**src/rtl/usr_xfer_seq.sv**
```systemverilog
// Command sequencer driving an 8-bit universal shift register as a full-duplex SERDES.
// Optional USR_SEQ_PRESCALE_EN: one shift step every SHIFT_DIV cycles in SHIFT.
module usr_xfer_seq #(
    parameter int WIDTH     = 8,
    parameter int CNT_W     = $clog2(WIDTH) + 1,
    parameter int SHIFT_DIV = 4
) (
    input  logic             clock,
    input  logic             reset,
    input  logic             cmd_valid,
    output logic             cmd_ready,
    input  logic             cmd_dir,
    input  logic [CNT_W-1:0] cmd_len,
    input  logic [WIDTH-1:0] cmd_data,
    output logic             rsp_valid,
    input  logic             rsp_ready,
    output logic [WIDTH-1:0] rsp_data,
    input  logic             ser_in,
    output logic             ser_out,
    output logic             busy,
    output logic [1:0]       usr_select,
    output logic [WIDTH-1:0] usr_data_in,
    output logic             usr_sl_ser,
    output logic             usr_sr_ser,
    input  logic [WIDTH-1:0] usr_data_out
);

    typedef enum logic [1:0] {
        S_IDLE,
        S_LOAD,
        S_SHIFT,
        S_DONE
    } state_e;

    state_e           state_q, state_d;
    logic [CNT_W-1:0] cnt_q, cnt_d;
    logic [CNT_W-1:0] len_q, len_d;
    logic [WIDTH-1:0] data_q, data_d;
    logic [WIDTH-1:0] rsp_data_q, rsp_data_d;
    logic             dir_q, dir_d;
    logic             rsp_valid_q, rsp_valid_d;
    logic             accept;
    logic             step;
    logic [CNT_W-1:0] len_clamp;

    assign accept    = (state_q == S_IDLE) && cmd_valid;
    assign len_clamp = (cmd_len > CNT_W'(WIDTH)) ? CNT_W'(WIDTH) : cmd_len;

`ifdef USR_SEQ_PRESCALE_EN
    localparam int PRE_W = (SHIFT_DIV > 1) ? $clog2(SHIFT_DIV) : 1;

    logic [PRE_W-1:0] pre_q, pre_d;

    assign step = (state_q == S_SHIFT) && (pre_q == PRE_W'(SHIFT_DIV - 1));

    // Prescaler is held at zero outside SHIFT so every entry starts a fresh period.
    always_comb begin
        pre_d = '0;
        if (state_q == S_SHIFT && !step) begin
            pre_d = pre_q + PRE_W'(1);
        end
    end

    always_ff @(posedge clock or posedge reset) begin
        if (reset) begin
            pre_q <= '0;
        end else begin
            pre_q <= pre_d;
        end
    end
`else
    assign step = (state_q == S_SHIFT) && (SHIFT_DIV > 0);
`endif

    always_ff @(posedge clock or posedge reset) begin
        if (reset) begin
            state_q <= S_IDLE;
        end else begin
            state_q <= state_d;
        end
    end

    always_comb begin
        state_d = state_q;
        unique case (state_q)
            S_IDLE: begin
                if (cmd_valid) begin
                    state_d = S_LOAD;
                end
            end
            S_LOAD: begin
                state_d = (len_q != '0) ? S_SHIFT : S_DONE;
            end
            S_SHIFT: begin
                if (step && cnt_q == CNT_W'(1)) begin
                    state_d = S_DONE;
                end
            end
            S_DONE: begin
                if (rsp_valid_q && rsp_ready) begin
                    state_d = S_IDLE;
                end
            end
            default: state_d = S_IDLE;
        endcase
    end

    always_comb begin
        cmd_ready   = (state_q == S_IDLE);
        busy        = (state_q != S_IDLE);
        usr_select  = 2'b11;
        usr_data_in = data_q;
        usr_sl_ser  = 1'b0;
        usr_sr_ser  = 1'b0;
        ser_out     = 1'b0;
        unique case (state_q)
            S_LOAD: begin
                usr_select = 2'b10;
            end
            S_SHIFT: begin
                usr_select = step ? {1'b0, dir_q} : 2'b11;
                usr_sl_ser = ser_in;
                usr_sr_ser = ser_in;
                ser_out    = dir_q ? usr_data_out[0] : usr_data_out[WIDTH-1];
            end
            default: begin
            end
        endcase
    end

    always_comb begin
        dir_d       = dir_q;
        len_d       = len_q;
        data_d      = data_q;
        cnt_d       = cnt_q;
        rsp_valid_d = rsp_valid_q;
        rsp_data_d  = rsp_data_q;
        if (accept) begin
            dir_d  = cmd_dir;
            len_d  = len_clamp;
            data_d = cmd_data;
        end
        if (state_q == S_LOAD) begin
            cnt_d = len_q;
        end
        if (step) begin
            cnt_d = cnt_q - CNT_W'(1);
        end
        // Register settles on the DONE entry edge, so capture one cycle later.
        if (state_q == S_DONE && !rsp_valid_q) begin
            rsp_valid_d = 1'b1;
            rsp_data_d  = usr_data_out;
        end
        if (rsp_valid_q && rsp_ready) begin
            rsp_valid_d = 1'b0;
        end
    end

    always_ff @(posedge clock or posedge reset) begin
        if (reset) begin
            dir_q       <= 1'b0;
            len_q       <= '0;
            data_q      <= '0;
            cnt_q       <= '0;
            rsp_valid_q <= 1'b0;
            rsp_data_q  <= '0;
        end else begin
            dir_q       <= dir_d;
            len_q       <= len_d;
            data_q      <= data_d;
            cnt_q       <= cnt_d;
            rsp_valid_q <= rsp_valid_d;
            rsp_data_q  <= rsp_data_d;
        end
    end

    assign rsp_valid = rsp_valid_q;
    assign rsp_data  = rsp_data_q;

endmodule

```
**config.mk**
```make
export PLATFORM = sky130hd
export DESIGN_NAME = usr_xfer_seq
export DESIGN_NICKNAME = d
export VERILOG_FILES = /design/src/rtl/usr_xfer_seq.sv
export SDC_FILE = /design/constraint.sdc
export NUM_CORES = 1
export LEC_CHECK = 0
export CAP_MARGIN = 5
export CORE_MARGIN = 2
export CORE_UTILIZATION = 40
export DETAILED_ROUTE_END_ITERATION = 8
export PLACE_DENSITY = 0.76
export SLEW_MARGIN = 20
export SYNTH_ARGS = -nofsm -noshare
export SYNTH_HDL_FRONTEND = slang
export SYNTH_SLANG_ARGS = --single-unit
```
**constraint.sdc**
```tcl
create_clock -name clock -period 2.5 [get_ports clock]
set_input_delay 0.5 -clock clock [delete_from_list [all_inputs] [get_ports clock]]
set_output_delay 0.5 -clock clock [all_outputs]
set_load 0.01 [all_outputs]
```
==> results.txt, run 1 <==
status: completed
Post-synth EDFFs: 0
Critical Path Source Type: register
CTS clock-pin slew for the worst setup and hold paths: 0.15 ns
fin crit period: 2.327 ns
# IOs: 50
clk buf depth: 2
Synth area leaders: dfrtp_1 54%, mux2_2 16%, ha_1 6.7%
final setup margin: 0.1731 ns
Initial DRT Pass Iterations: 4
nets: 195
Placed Instances: 201
later-pin clock latency in the skew report: 0.33 ns
R2R setup slack: 0.60 ns
worst r2r src: cnt_q[1]
area of the die: 3725 um2
worst min-delay path class: input port to async pin
largest area contributor in the netlist: dfrtp_1
Final Max Tran Viols: 0
Root Buffer: clkbuf_4
antenna-violating nets left: 0
share of cells above drive strength 1: 0.1615
critical path class: register to output port
adder-cell share of the synthesized area: 0.06731
largest family of logic cells by synthesized area: multiplexers
total global-route track usage: 0.1667
top-count cell post-synth: dfrtp_1
post-synthesis compound-gate area fraction: 0.07115
Synth Warn #: 0
Post-Syn Nets: 144
die span in x: 61.04 um
final wirelength: 2723 um
Worst-Margin Slew: 0.6866 ns
CP max FO: 6
Routed wire per std cell: 13.28 um
Synth Register Bits: 28
number of buffers created by CTS: 3
Synth top cells by count: 28 x dfrtp_1, 18 x mux2_2, 10 x inv_1
Ant. Diodes: 0
final setup vio count: 0
antenna violations before repair: 0
placed cell area: 1839 um2
Most Used Layer, Global Route: met2
Pwr per Cell Area: 1247 nW/um2
RSZ-0062 raised after global routing: false
largest net degree at the start of global routing: 21
MaxCap Viol Count: 0
Max Freq: 429.8 MHz
P_leak: 0.8185 nW
DRC Markers: 0
share of Yosys cell area claimed by the top area cell type: 0.5385
final-report hold violation count: 0
Overflow after GRT: 0
Initial Utilization: 0.4228
Core ar.: 3078 um2
period utilization: 0.9308
Simple-Gate Fraction of Synth Area: 0.09038
multiplexer share of the synthesized area: 0.1865
dominant synthesized flop cell: dfrtp_1
Worst Skew: 0.01437 ns
Vias: 978
row cnt: 20
M3 GR Usage: 0.05882
Syn Inst Count: 111
Seq/Total Area, Yosys: 0.5385
slew margin rel.: 0.5413
DIE HEIGHT: 61.04 um
synth unique cells: 22
Req. time, crit path: 2.00 ns
crit path DAT: 1.83 ns
vias in the first global route: 1058
Port Buffers: 49
Final Instance Area: 1898 um2
Post-CTS Setup Bufs: 0
Post-DP HPWL: 2232 um
Hold WS: 0.4064 ns
Peak VDD IR: 0.6107 mV
Reg2Reg Depth: 6
share of flip-flops with an asynchronous set or reset: 1.000
Reg-to-Reg End: state_q[0]
first-pass GRT wire length: 4547 um
met1 usage: 0.1891
CTS tree: yes
Placement Setup Slack: 0.2825 ns
setup TNS: 0 ns
Layout Area Growth over Synthesis: 45.87%
Avg Cell Area, Syn: 11.72 um2
Clock Sinks: 28
Routability Congestion: 0.6617
vias per std cell: 4.771
DRT iter0 DRCs: 15
met2 Track Usage GR: 0.2918
XOR/XNOR Fraction of Synth Area: 0
Post-Layout Cell Count: 205
cell area after synthesis: 1301 um2
nature of the critical path endpoint: output port
htree depth: 1
==> layer usage <==
layer	up-vias	part of all wire	routed length [um]
li1	472	-	-
met1	473	0.38	1045
met2	31	0.53	1447
met3	2	0.078	212
met4	0	0.0066	18
met5	-	0	0
==> registers in the layout, indices dropped and copies added (netlist names) <==
register / cells
rsp_data: 8
cnt_q: 4
rsp_valid: 1
state_q: 2
len_q: 4
dir_q: 1
usr_data_in: 8
==> worst max path at each step <==
stage | startpoint | endpoint
after detailed placement | usr_data_out[0] | ser_out
after global placement | usr_data_out[0] | ser_out
after floorplan | state_q[0] | usr_sr_ser
after CTS | state_q[0] | usr_select[0]
final | state_q[0] | usr_sr_ser
after global routing | state_q[0] | usr_sl_ser
==> cells in the final DEF (no fill, tap or decap) <==
cell type / synthesis / final
clkdlybuf4s50_1: 0 / 48
dfrtp_1: 28 / 27
mux2_2: 18 / 18
inv_1: 10 / 10
nand2_1: 7 / 7
o21ai_0: 6 / 6
a21oi_1: 6 / 6
ha_1: 7 / 6
nand2b_1: 5 / 5
mux2i_1: 4 / 4
nor2_1: 3 / 3
clkbuf_4: 0 / 3
nor2b_1: 2 / 2
nand3_1: 2 / 2
buf_4: 1 / 2
o21a_1: 1 / 1
nor3_1: 1 / 1
or3b_1: 1 / 1
a222oi_1: 1 / 1
and2_1: 1 / 1
nor4_1: 1 / 1
a31oi_1: 1 / 1
o22a_1: 1 / 1
ha_2: 0 / 1
bufinv_16: 0 / 1
dlymetal6s2s_1: 0 / 1
dfrtp_2: 0 / 1
==> per-stage QoR <==
stage	power, mW	utilization
floorplan	1.524	-
global placement	2.039	0.5976
detailed placement	2.104	0.5976
CTS	2.403	0.6146
global route	2.572	0.6167
finish	2.366	0.6167
==> worst max-delay path, cell delays in order, from the launching register on <==
cell,delay [ns]
dfrtp_2,0.47
inv_1,0.12
ha_2,0.24
and2_1,0.15
clkdlybuf4s50_1,0.54
==> layout make-up <==
class | count | area, um2
clock buffer | 3 | 22.52
clock inverter | 1 | 30.03
fill | 277 | 1180
inverter | 10 | 37.54
multi-input combinational | 68 | 543.0
sequential | 28 | 701.9
tap | 44 | 55.05
timing repair buffer | 51 | 508.0
==> where the power goes <==
part,internal (mW),switching (mW)
Sequential,0.689,0.159
Combinational,0.709,0.519
Clock,0.162,0.128
==> logic make-up after synthesis <==
logic type,after synthesis
flops,28
mux,22
simple gates,23
fa+ha+maj,7
compound gates,16
buf+inv,15
==> what timing repair did <==
action,4_1_cts,5_1_grt
hold buffers,0,0
endpoints found under the hold margin,0,0
gates resized for setup,0,3
setup endpoints to repair,0,3
No activity file was read; power rests on OpenSTA's default activity.
==> inputs of run 2 (changes only) <==
Clock period 2.5 ns to 2.9 ns, I/O delays scaled along.
==> results.txt, run 2 (synthesis results as in run 1) <==
Placement Setup Slack: 0.4960 ns (was 0.2825 ns)
cell family contributing the most delay on the critical path: buffers and inverters (unchanged)
Initial Utilization: 0.4228 (unchanged)
Worst Skew: 0.002483 ns (was 0.01437 ns)
Ant. Diodes: 0 (unchanged)
Tot Pwr: 1.961 mW (was 2.366 mW)
fin crit period: 2.749 ns
Core ar.: 3078 um2 (unchanged)
antenna-violating nets left: 0 (unchanged)
Seq pwr share: 0.372 (was 0.359)
setup TNS: 0 ns (unchanged)
most common cell after layout, fill and taps aside: clkdlybuf4s50_1 (unchanged)
clk buf depth: 2 (unchanged)
switching power: 687.9 uW (was 806.0 uW)
number of buffers created by CTS: 3 (unchanged)
Port Buffers: 49 (unchanged)
Routed wire per std cell: 13.13 um (was 13.28 um)
Routability Congestion: 0.6501 (was 0.6617)
worst min-delay path class: input port to async pin (unchanged)
Peak VDD IR: 0.5040 mV (was 0.6107 mV)
Reg-to-Reg End: state_q[0] (unchanged)
Post-DP HPWL: 2140 um (was 2232 um)
CTS clock-pin slew for the worst setup and hold paths: 0.15 ns (about the same)
R2R setup slack: 1.01 ns (was 0.60 ns)
crit path DAT: 2.17 ns (was 1.83 ns)
die span in x: 61.04 um (unchanged)
area of the die: 3725 um2 (unchanged)
CP Cell Sequence: inv_1 -> ha_1 -> mux2i_1 -> clkdlybuf4s50_1 (was inv_1 -> ha_2 -> and2_1 -> clkdlybuf4s50_1)
status: completed (unchanged)
critical path class: register to output port (unchanged)
Fill cells: 291 (was 277)
Max Freq: 363.8 MHz
commonest cells after routing, fill and taps aside: 49 x clkdlybuf4s50_1, 28 x dfrtp_1, 18 x mux2_2 (was 48 x clkdlybuf4s50_1, 27 x dfrtp_1, 18 x mux2_2)
final-report hold violation count: 0 (unchanged)
Crit. Startpoint: state_q[0] (unchanged)
Critical Path Source Type: register (unchanged)
Initial DRT Pass Iterations: 4 (unchanged)
power share of the combinational group: 0.532 (was 0.519)
# IOs: 50 (unchanged)
P_leak: 0.8026 nW (was 0.8185 nW)
hold buffers post-CTS: 0 (unchanged)
slew margin rel.: 0.5113 (was 0.5413)
largest net degree at the start of global routing: 21 (unchanged)
Final Max Tran Viols: 0 (unchanged)
worst r2r src: cnt_q[1] (unchanged)
vias in the first global route: 1063 (was 1058)
Worst-Margin Slew: 0.7316 ns (was 0.6866 ns)
nets: 194 (was 195)
Critical Path Stages: 4 (unchanged)
RSZ-0062 raised after global routing: false (unchanged)
final setup margin: 0.1510 ns (was 0.1731 ns)
first-pass GRT wire length: 4436 um (was 4547 um)
Layout Area Growth over Synthesis: 43.56% (was 45.87%)
nature of the critical path endpoint: output port (unchanged)
Overflow after GRT: 0 (unchanged)
Vias: 971 (was 978)
DRT iter0 DRCs: 11 (was 15)
DRC Markers: 0 (unchanged)
Root Buffer: clkbuf_4 (unchanged)
Pint: 1.273 mW (was 1.560 mW)
MaxCap Viol Count: 0 (unchanged)
final wirelength: 2678 um (was 2723 um)
Hold WS: 0.4989 ns (was 0.4064 ns)
post-layout util: 0.6069 (was 0.6167)
CP max FO: 12 (was 6)
slowest CP cell: clkdlybuf4s50_1 (unchanged)
row cnt: 20 (unchanged)
htree depth: 1 (unchanged)
clock power share: 0.097 (was 0.123)
switch share: 0.3508 (was 0.3407)
Req. time, crit path: 2.32 ns (was 2.00 ns)
antenna violations before repair: 0 (unchanged)
final setup vio count: 0 (unchanged)
Reg2Reg Depth: 6 (unchanged)
Post-CTS Setup Bufs: 0 (unchanged)
share of cells above drive strength 1: 0.1438 (was 0.1615)
period utilization: 0.9479
Worst Path Buf+Inv: 2 (unchanged)
Clock Sinks: 28 (unchanged)
CTS tree: yes (unchanged)
post-CTS sizing: 0 (unchanged)
Pwr per Cell Area: 1050 nW/um2 (was 1247 nW/um2)
vias per std cell: 4.760 (was 4.771)
total global-route track usage: 0.1597 (was 0.1667)
DIE HEIGHT: 61.04 um (unchanged)
later-pin clock latency in the skew report: 0.32 ns (was 0.33 ns)
slowest cell delay on critical path: 0.56 ns (was 0.54 ns)
## run 2: cell type report
class,count,area [um2],share of cell area
tap,44,55.05,0.02947
timing repair buffer,50,498.0,0.2666
sequential,28,700.7,0.3751
multi-input combinational,68,540.5,0.2894
inverter,10,37.54,0.02009
clock buffer,4,36.28,0.01942
## run 2: routing by layer
metal,global-route usage,part of all wire,vias up
met2,0.2736,0.48,31
met3,0.04622,0.069,2
met5,0,0,-
met1,0.1918,0.44,466
li1,-,-,472
met4,0.05590,0.0078,0
## run 2: worst max path at each step
| stage | slack (ns) | endpoint |
|---|---|---|
| CTS | 0.12 | usr_select[0] |
| global route | 0.006 | usr_select[0] |
| finish | 0.15 | usr_select[0] |
| detailed placement | 0.50 | ser_out |
| floorplan | 0.95 | usr_sr_ser |
| global placement | 0.55 | ser_out |
## run 2: power by group through the flow
stage	Combinational (mW)	Sequential, mW	Clock [mW]
after detailed placement	1.05	0.740	0
after global placement	1.02	0.724	0
after floorplan	0.541	0.773	0
final	1.04	0.729	0.190
after CTS	1.06	0.731	0.197
after global routing	1.16	0.764	0.207
## run 2: worst reg2reg max path: stages (launching register included)
cell      delay, ns
dfrtp_1        0.44
inv_1          0.09
ha_1           0.13
or3b_1         0.35
a222oi_1       0.43
a31oi_1        0.15
o22a_1         0.20
## run 2: stage by stage
stage                     area, um2  std cells
final                          1868        204
after CTS                      1868        204
after detailed placement       1832        200
after global placement         1832        200
after global routing           1868        204
after floorplan                1301        111
